$ cat src/rtl/lsu_controller.sv
`default_nettype none
// lsu_controller: multi-cycle load/store sequencer driving a req/ack data bus with byte enables.
// Optional macro LSU_TIMEOUT_EN aborts an access after TIMEOUT_CYC BUSY cycles without ack.
module lsu_controller #(
   parameter int ADDR_W      = 32,
   parameter int TIMEOUT_CYC = 255
) (
   input  logic              clk,
   input  logic              rst,
   input  logic              start,
   input  logic              is_store,
   input  logic [2:0]        func3,
   input  logic [ADDR_W-1:0] addr,
   input  logic [31:0]       wdata_in,
   output logic              stall,
   output logic              done,
   output logic [31:0]       rdata_out,
   output logic              misalign,
   output logic              err,
   output logic              bus_req,
   output logic              bus_we,
   output logic [ADDR_W-1:0] bus_addr,
   output logic [3:0]        bus_be,
   output logic [31:0]       bus_wdata,
   input  logic              bus_ack,
   input  logic [31:0]       bus_rdata
);

   localparam logic [1:0] S_IDLE = 2'd0;
   localparam logic [1:0] S_BUSY = 2'd1;
   localparam logic [1:0] S_DONE = 2'd2;

   logic [1:0]        r_state;
   logic              r_is_store;
   logic [2:0]        r_func3;
   logic [1:0]        r_off;
   logic [ADDR_W-1:0] r_bus_addr;
   logic [3:0]        r_bus_be;
   logic [31:0]       r_bus_wdata;
   logic [31:0]       r_rdata;
   logic              r_misalign;

   logic              w_illegal;
   logic [3:0]        w_be;
   logic [31:0]       w_wdata;
   logic [31:0]       w_shift;
   logic [31:0]       w_load;
   logic              w_timeout;

   always_comb begin
      w_be    = 4'b0000;
      w_wdata = wdata_in;
      case (func3[1:0])
         2'b00: begin
            w_be    = 4'b0001 << addr[1:0];
            w_wdata = {4{wdata_in[7:0]}};
         end
         2'b01: begin
            w_be    = 4'b0011 << addr[1:0];
            w_wdata = {2{wdata_in[15:0]}};
         end
         2'b10:   w_be = 4'b1111;
         default: w_be = 4'b0000;
      endcase
   end

   // Stores have no unsigned variants, so func3[2] set on a store is illegal.
   always_comb begin
      case (func3)
         3'b000, 3'b100: w_illegal = is_store & func3[2];
         3'b001, 3'b101: w_illegal = addr[0] | (is_store & func3[2]);
         3'b010:         w_illegal = |addr[1:0];
         default:        w_illegal = 1'b1;
      endcase
   end

   assign w_shift = bus_rdata >> {r_off, 3'b000};

   always_comb begin
      case (r_func3)
         3'b000:  w_load = {{24{w_shift[7]}}, w_shift[7:0]};
         3'b100:  w_load = {24'h0, w_shift[7:0]};
         3'b001:  w_load = {{16{w_shift[15]}}, w_shift[15:0]};
         3'b101:  w_load = {16'h0, w_shift[15:0]};
         default: w_load = w_shift;
      endcase
   end

   always_ff @(posedge clk or posedge rst) begin
      if (rst) begin
         r_state     <= S_IDLE;
         r_is_store  <= 1'b0;
         r_func3     <= 3'b000;
         r_off       <= 2'b00;
         r_bus_addr  <= '0;
         r_bus_be    <= 4'b0000;
         r_bus_wdata <= 32'h0;
         r_rdata     <= 32'h0;
         r_misalign  <= 1'b0;
      end else begin
         case (r_state)
            S_IDLE: begin
               if (start) begin
                  r_is_store  <= is_store;
                  r_func3     <= func3;
                  r_off       <= addr[1:0];
                  r_bus_addr  <= {addr[ADDR_W-1:2], 2'b00};
                  r_bus_be    <= w_be;
                  r_bus_wdata <= w_wdata;
                  r_rdata     <= 32'h0;
                  r_misalign  <= w_illegal;
                  r_state     <= w_illegal ? S_DONE : S_BUSY;
               end
            end
            S_BUSY: begin
               if (bus_ack) begin
                  r_rdata <= r_is_store ? 32'h0 : w_load;
                  r_state <= S_DONE;
               end else if (w_timeout) begin
                  r_state <= S_DONE;
               end
            end
            S_DONE: begin
               r_misalign <= 1'b0;
               r_state    <= S_IDLE;
            end
            default: r_state <= S_IDLE;
         endcase
      end
   end

`ifdef LSU_TIMEOUT_EN
   localparam int CNT_W = ($clog2(TIMEOUT_CYC + 1) > 8) ? $clog2(TIMEOUT_CYC + 1) : 8;

   logic [CNT_W-1:0] r_cnt;
   logic             r_err;

   always_ff @(posedge clk or posedge rst) begin
      if (rst) begin
         r_cnt <= '0;
         r_err <= 1'b0;
      end else begin
         if (r_state != S_BUSY)
            r_cnt <= '0;
         else if (!bus_ack)
            r_cnt <= r_cnt + 1'b1;
         if (w_timeout)
            r_err <= 1'b1;
         else if (r_state == S_DONE)
            r_err <= 1'b0;
      end
   end

   // An ack in the limit cycle takes priority over the abort.
   assign w_timeout = (r_state == S_BUSY) && !bus_ack && (r_cnt == CNT_W'(TIMEOUT_CYC - 1));
   assign err       = r_err;
`else
   assign w_timeout = 1'b0;
   assign err       = 1'b0 & (TIMEOUT_CYC > 0);
`endif

   assign stall     = ((r_state == S_IDLE) & start) | (r_state == S_BUSY);
   assign done      = (r_state == S_DONE);
   assign misalign  = r_misalign;
   assign rdata_out = r_rdata;
   assign bus_req   = (r_state == S_BUSY);
   assign bus_we    = (r_state == S_BUSY) & r_is_store;
   assign bus_addr  = r_bus_addr;
   assign bus_be    = r_bus_be;
   assign bus_wdata = r_bus_wdata;

endmodule
`default_nettype wire

$ cat config.mk
export PLATFORM = sky130hd
export DESIGN_NAME = lsu_controller
export DESIGN_NICKNAME = d
export VERILOG_FILES = /design/src/rtl/lsu_controller.sv
export SDC_FILE = /design/constraint.sdc
export NUM_CORES = 1
export LEC_CHECK = 0
export CAP_MARGIN = 20
export CELL_PAD_IN_SITES_DETAIL_PLACEMENT = 1
export CELL_PAD_IN_SITES_GLOBAL_PLACEMENT = 2
export CORE_MARGIN = 2
export CORE_UTILIZATION = 26
export DETAILED_ROUTE_END_ITERATION = 10
export PLACE_DENSITY = 0.84
export RECOVER_POWER = 50
export SLEW_MARGIN = 20
export SYNTH_ARGS = -nofsm -noshare
export SYNTH_HDL_FRONTEND = slang
export SYNTH_SLANG_ARGS = --single-unit
export TNS_END_PERCENT = 5
$ cat constraint.sdc
create_clock -name clk -period 5.8 [get_ports clk]
set_input_delay 1.16 -clock clk [delete_from_list [all_inputs] [get_ports clk]]
set_output_delay 1.16 -clock clk [all_outputs]
set_load 0.005 [all_outputs]
## Yosys cells after proc, flatten, opt, wreduce, memory -nomap -nowiden

Index checks and enable logic that the tools add are counted.

| operators by class | value |
|---|---|
| shift-type cells | 3 |
| bitwise gates (word level) | 5 |
| equality and inequality tests | 13 |
| reductions and logical operators | 13 |
| mux-type cells | 14 |

Operators by type and width:

| cell | number |
|---|---|
| 32-bit one-hot mux with 2 select lines | 2 |
| 32-bit one-hot mux with 4 select lines | 1 |
| 32-bit two-way mux | 3 |
| 32-bit by 5-bit right shift with 32-bit output | 1 |
| 3-bit equality test (second input constant) | 4 |
| 4-bit one-hot mux with 3 select lines | 1 |
| 3-bit by 1-bit equality test with 1-bit output (second input constant) | 2 |
| 3-bit logical NOT | 2 |
| 2-bit two-way mux | 3 |
| 2-bit AND reduction | 3 |
| 2-bit OR reduction | 3 |
| 2-bit by 1-bit equality test with 1-bit output (second input constant) | 2 |
| 2-bit equality test (second input constant) | 2 |
| 2-bit logical NOT | 2 |
| 2-bit one-hot mux with 2 select lines | 1 |
| 2-bit nonzero test | 2 |
| 1-bit by 2-bit left shift with 4-bit output (first input constant) | 1 |
| 2-bit by 2-bit left shift with 4-bit output (first input constant) | 1 |
| 1-bit AND | 3 |
| 3-bit by 2-bit equality test with 1-bit output (second input constant) | 1 |
| 1-bit one-hot mux with 3 select lines | 1 |
| 3-bit AND reduction | 1 |
| 2-bit by 1-bit inequality test with 1-bit output (second input constant) | 1 |
| 2-bit inequality test (second input constant) | 1 |
| 3 further kinds | 4 |

| word-level totals | value |
|---|---|
| register bits | 107 |
| bits of input ports | 104 |
| output and inout port bits | 106 |
| logic and storage cells | 57 |

## Depth between registers and ports, before layout

| depth | value |
|---|---|
| depth after elaboration | 6 |
| gate-level depth with buffers | 7 |
| mapped depth without buffers | 4 |

## Worst setup path after synthesis

Ideal clock, no wire load.

| timing | value |
|---|---|
| kind | input -> output |
| from | in start |
| to | out stall |
| arrival | 1,350 ps |
| path buffers | 0 |
| required time | 4,640 ps |
| stages on the path | 1 |
| slack | 3,290 ps |
| cell sequence | o21ba_2 |

| between the ends | value |
|---|---|
| word-level cells in the longest chain between the ends | 2 |

RTL lines:

| element | line | source |
|---|---|---|
| start: declaration | 10 | `input logic start,` |
| 1-bit AND | 162 | `assign stall = ((r_state == S_IDLE) & start) \| (r_state == S_BUSY);` |
| 1-bit OR | 162 |  |
| end: declaration | 15 | `output logic stall,` |

Every way passes these cells.

==> summary.txt <==
Logic synthesis
  – Ys flop type: dfrtp_1
  – Synth warn: 0
  – Area leader, netlist: dfrtp_1
  – Ys async rst share: 1.00
  – Post-synthesis sequential area ratio: 0.541
  – Yosys reg bits: 107
  – EDFF count, synth: 0
  – Post-synthesis cell area: 4950 sq um
  – Yosys top cell area share: 0.541
  – Synthesized area per cell: 9.41 sq um
  – Area contributors post-synth: dfrtp_1 54%, nand2_1 13%, mux2i_1 8.1%, o21ai_0 5.7%, a221o_1 3.2%
  – Syn Inst Count: 526
  – Synth cell types: 33

GRT
  – Met3 Usage GRT: 0.0639
  – Gr usage total: 0.169
  – Gr ovfl total: 0
  – Met1 global-route usage: 0.207
  – Vias in the first global route: 4833
  – Busiest grt layer: met2
  – Global-route wire length before repair: 26800 microns
  – Largest net degree at the start of global routing: 101
  – M2 GR Usage: 0.279
  – Initial antenna violation count: 0

Critical path
  – Critical path's top delay family: buffers and inverters
  – Crit-path cells: dlygate4sd3_1 -> clkinvlp_2 -> buf_4
  – Type of the worst setup path: in2async
  – Slowest stage delay, CP: 1.72 ns
  – Crit path max fanout: 67
  – Buf+Inv Stages, Crit Path: 3
  – Crit path DAT: 4.21 ns
  – Slowest-stage cell, CP: clkinvlp_2
  – Crit path launch type: input port
  – Element type at the critical path end: async pin
  – Req. time, crit path: approximately 6.3 ns

Floorplanning
  – Die width: 142 microns
  – FP Rows: 50
  – Core Region: 18700 sq um
  – Die Ht: 142 microns
  – I/O pins: 210
  – Initial Utilization: 0.265
  – Die area: 20200 sq um

STA
  – Layout Skew: 0.00759 ns
  – Highest clock rate: 0.266 GHz
  – Tmin final: between 3 and 4 ns
  – Period utilisation layout: 0.649
  – Max_slew headroom: -1.05
  – Final hold vios: 0
  – Worst slew pin tran: 3.06 ns
  – RSZ-0062 raised after global routing: no
  – Slew Limit Fails: 111
  – Final setup vio count: 0
  – Setup TNS: 0 ns

Route
  – Wire per inst: 17.9 microns
  – Detailed Route Iter0 Violations: 144
  – DRC: 0
  – Routed via count: 4494
  – First drt pass iteration count: 4
  – Final ANT Viol Nets: 0
  – Final wirelength: 17100 microns
  – Vias per inst: roughly 4.7

Run status
  – Violated checks: max-capacitance violations, max-slew violations
  – Status: finished, violations left

Pwr
  – PwrDens: roughly 330 nW/um^2
  – Worst vdd ir: roughly 0.14 mV
  – Leakage: ~3.5 nW

CTS
  – Clock transition at path regs: 0.07 ns
  – Postcts setup bufs: 0
  – CTS root buf: clkbuf_16
  – CTS tree: built
  – CTS resizes: 0
  – Clock buffer depth: 2
  – Worst-Skew Late Latency: 0.35 ns
  – Clk sinks: between 100 and 150
  – CTS H-tree depth: 3
  – CTS Buf Count: 9
  – Post-CTS Hold Fix Bufs: 0

Layout
  – Layout cells sized above 1: 0.0571
  – Area Overhead vs Synth: 51.6%
  – FILL cells: 2089
  – Layout Cells excl Fill: roughly 950
  – Design Area, Final: about 7500 sq um
  – Ant. Diodes: 0
  – Nets: 817

Placement
  – Cell count after placement: 935
  – Area after DPL: 7190 sq um
  – Post-DP HPWL: 12500 microns
  – Routability cong.: around 0.80
  – PortBufs: between 200 and 250

Flow run
  – Maxcap violations: 2

Min path
  – Hold WC Path Type: reg2reg
==> worst register-to-register path, cell delays in order, from the launching register on <==
cell and delay (ns):
dfrtp_1 0.51, or3b_1 1.19, buf_12 0.37, o21ai_0 0.20
==> registers in the layout, indices dropped and copies added (netlist names) <==
name,flops
r_func3,3
rdata_out,32
bus_be,4
r_off,2
misalign,1
r_is_store,1
bus_wdata,32
r_state,2
bus_addr,30
==> Yosys cell counts (2+ instances only) <==
master and instances:
a221o_1 16, clkbuf_1 27, nand2_1 177, a21oi_1 26
or2_2 2, dfrtp_1 107, mux2_2 8, buf_4 4
buf_2 6, nand3b_1 9, nor2b_1 2, nor2_1 20
inv_1 5, o21ai_0 56, mux2i_1 40, nor3_1 2
buf_6 2, nor3b_2 2
==> per-stage QoR <==
stage	util	total power, mW	setup WS (ns)	hold slack [ns]
finish	0.401	2.47	2.03	0.477
detailed placement	0.384	1.90	2.25	0.468
floorplan	-	1.37	1.82	0.452
CTS	0.401	2.55	2.26	0.483
global route	0.401	2.63	1.58	0.497
global placement	0.384	1.86	2.26	0.457
==> cell usage in the layout (no fill, tap or decap), types with 2 or more instances in the layout <==
cell type	n
clkinv_4	2
clkbuf_16	9
dlygate4sd3_1	65
nand2_1	177
dfrtp_1	107
inv_1	4
a221o_1	16
o21ai_0	56
conb_1	3
clkdlybuf4s50_1	141
nand3b_1	9
or2_2	2
nor2b_1	2
nor3_1	2
mux2i_1	40
nor3b_2	2
a21oi_1	26
mux2_2	8
nor2_1	20
buf_4	7
==> metal layers <==
metal | wire [microns] | vias up | part of all wire
met5 | 0 | - | 0
met4 | 315 | 0 | 0.018
met3 | 1460 | 19 | 0.085
met2 | 8030 | 152 | 0.47
met1 | 7270 | 2184 | 0.43
li1 | - | 2139 | -
==> power breakdown <==
| part | switching [mW] | internal, mW |
|---|---|---|
| Clock | 0.290 | 0.350 |
| Combinational | 0.385 | 0.441 |
| Sequential | 0.0980 | 0.910 |
==> worst paths after layout <==
| path | start | depth (start not counted) | slack (ns) | to |
|---|---|---|---|---|
| setup / recovery | rst | 3 | 2.03 | bus_be[3] |
| hold / removal | bus_addr[28] | 2 | 0.48 | bus_addr[28] |
| setup reg to reg | r_state[0] | 3 | 3.39 | bus_wdata[28] |
| hold reg to reg | bus_addr[28] | 2 | 0.48 | bus_addr[28] |
| max in group clk | start | 3 | 2.19 | stall |
| min in group asynchronous | rst | 2 | 2.14 | bus_addr[26] |
==> area by class of cell <==
class	count	area, sq um	share of cell area
multi-input combinational	376	2080	0.277
clock buffer	11	243	0.0323
clock inverter	5	61.3	0.00817
inverter	5	20.0	0.00267
tap	234	293	0.0390
sequential	107	2680	0.357
timing repair buffer	214	2130	0.284
==> kinds of logic (layout without fill, tap and decap cells) <==
group	count (synthesis)	in the layout	synth area share
AO/OA/AOI/OAI	104	104	0.126
buffers and inverters	45	235	0.0417
other	1	3	0.000757
flip-flops	107	107	0.541
AND/OR/NAND/NOR	220	220	0.187
multiplexers	49	49	0.104
(Power assumes the default switching activity.)
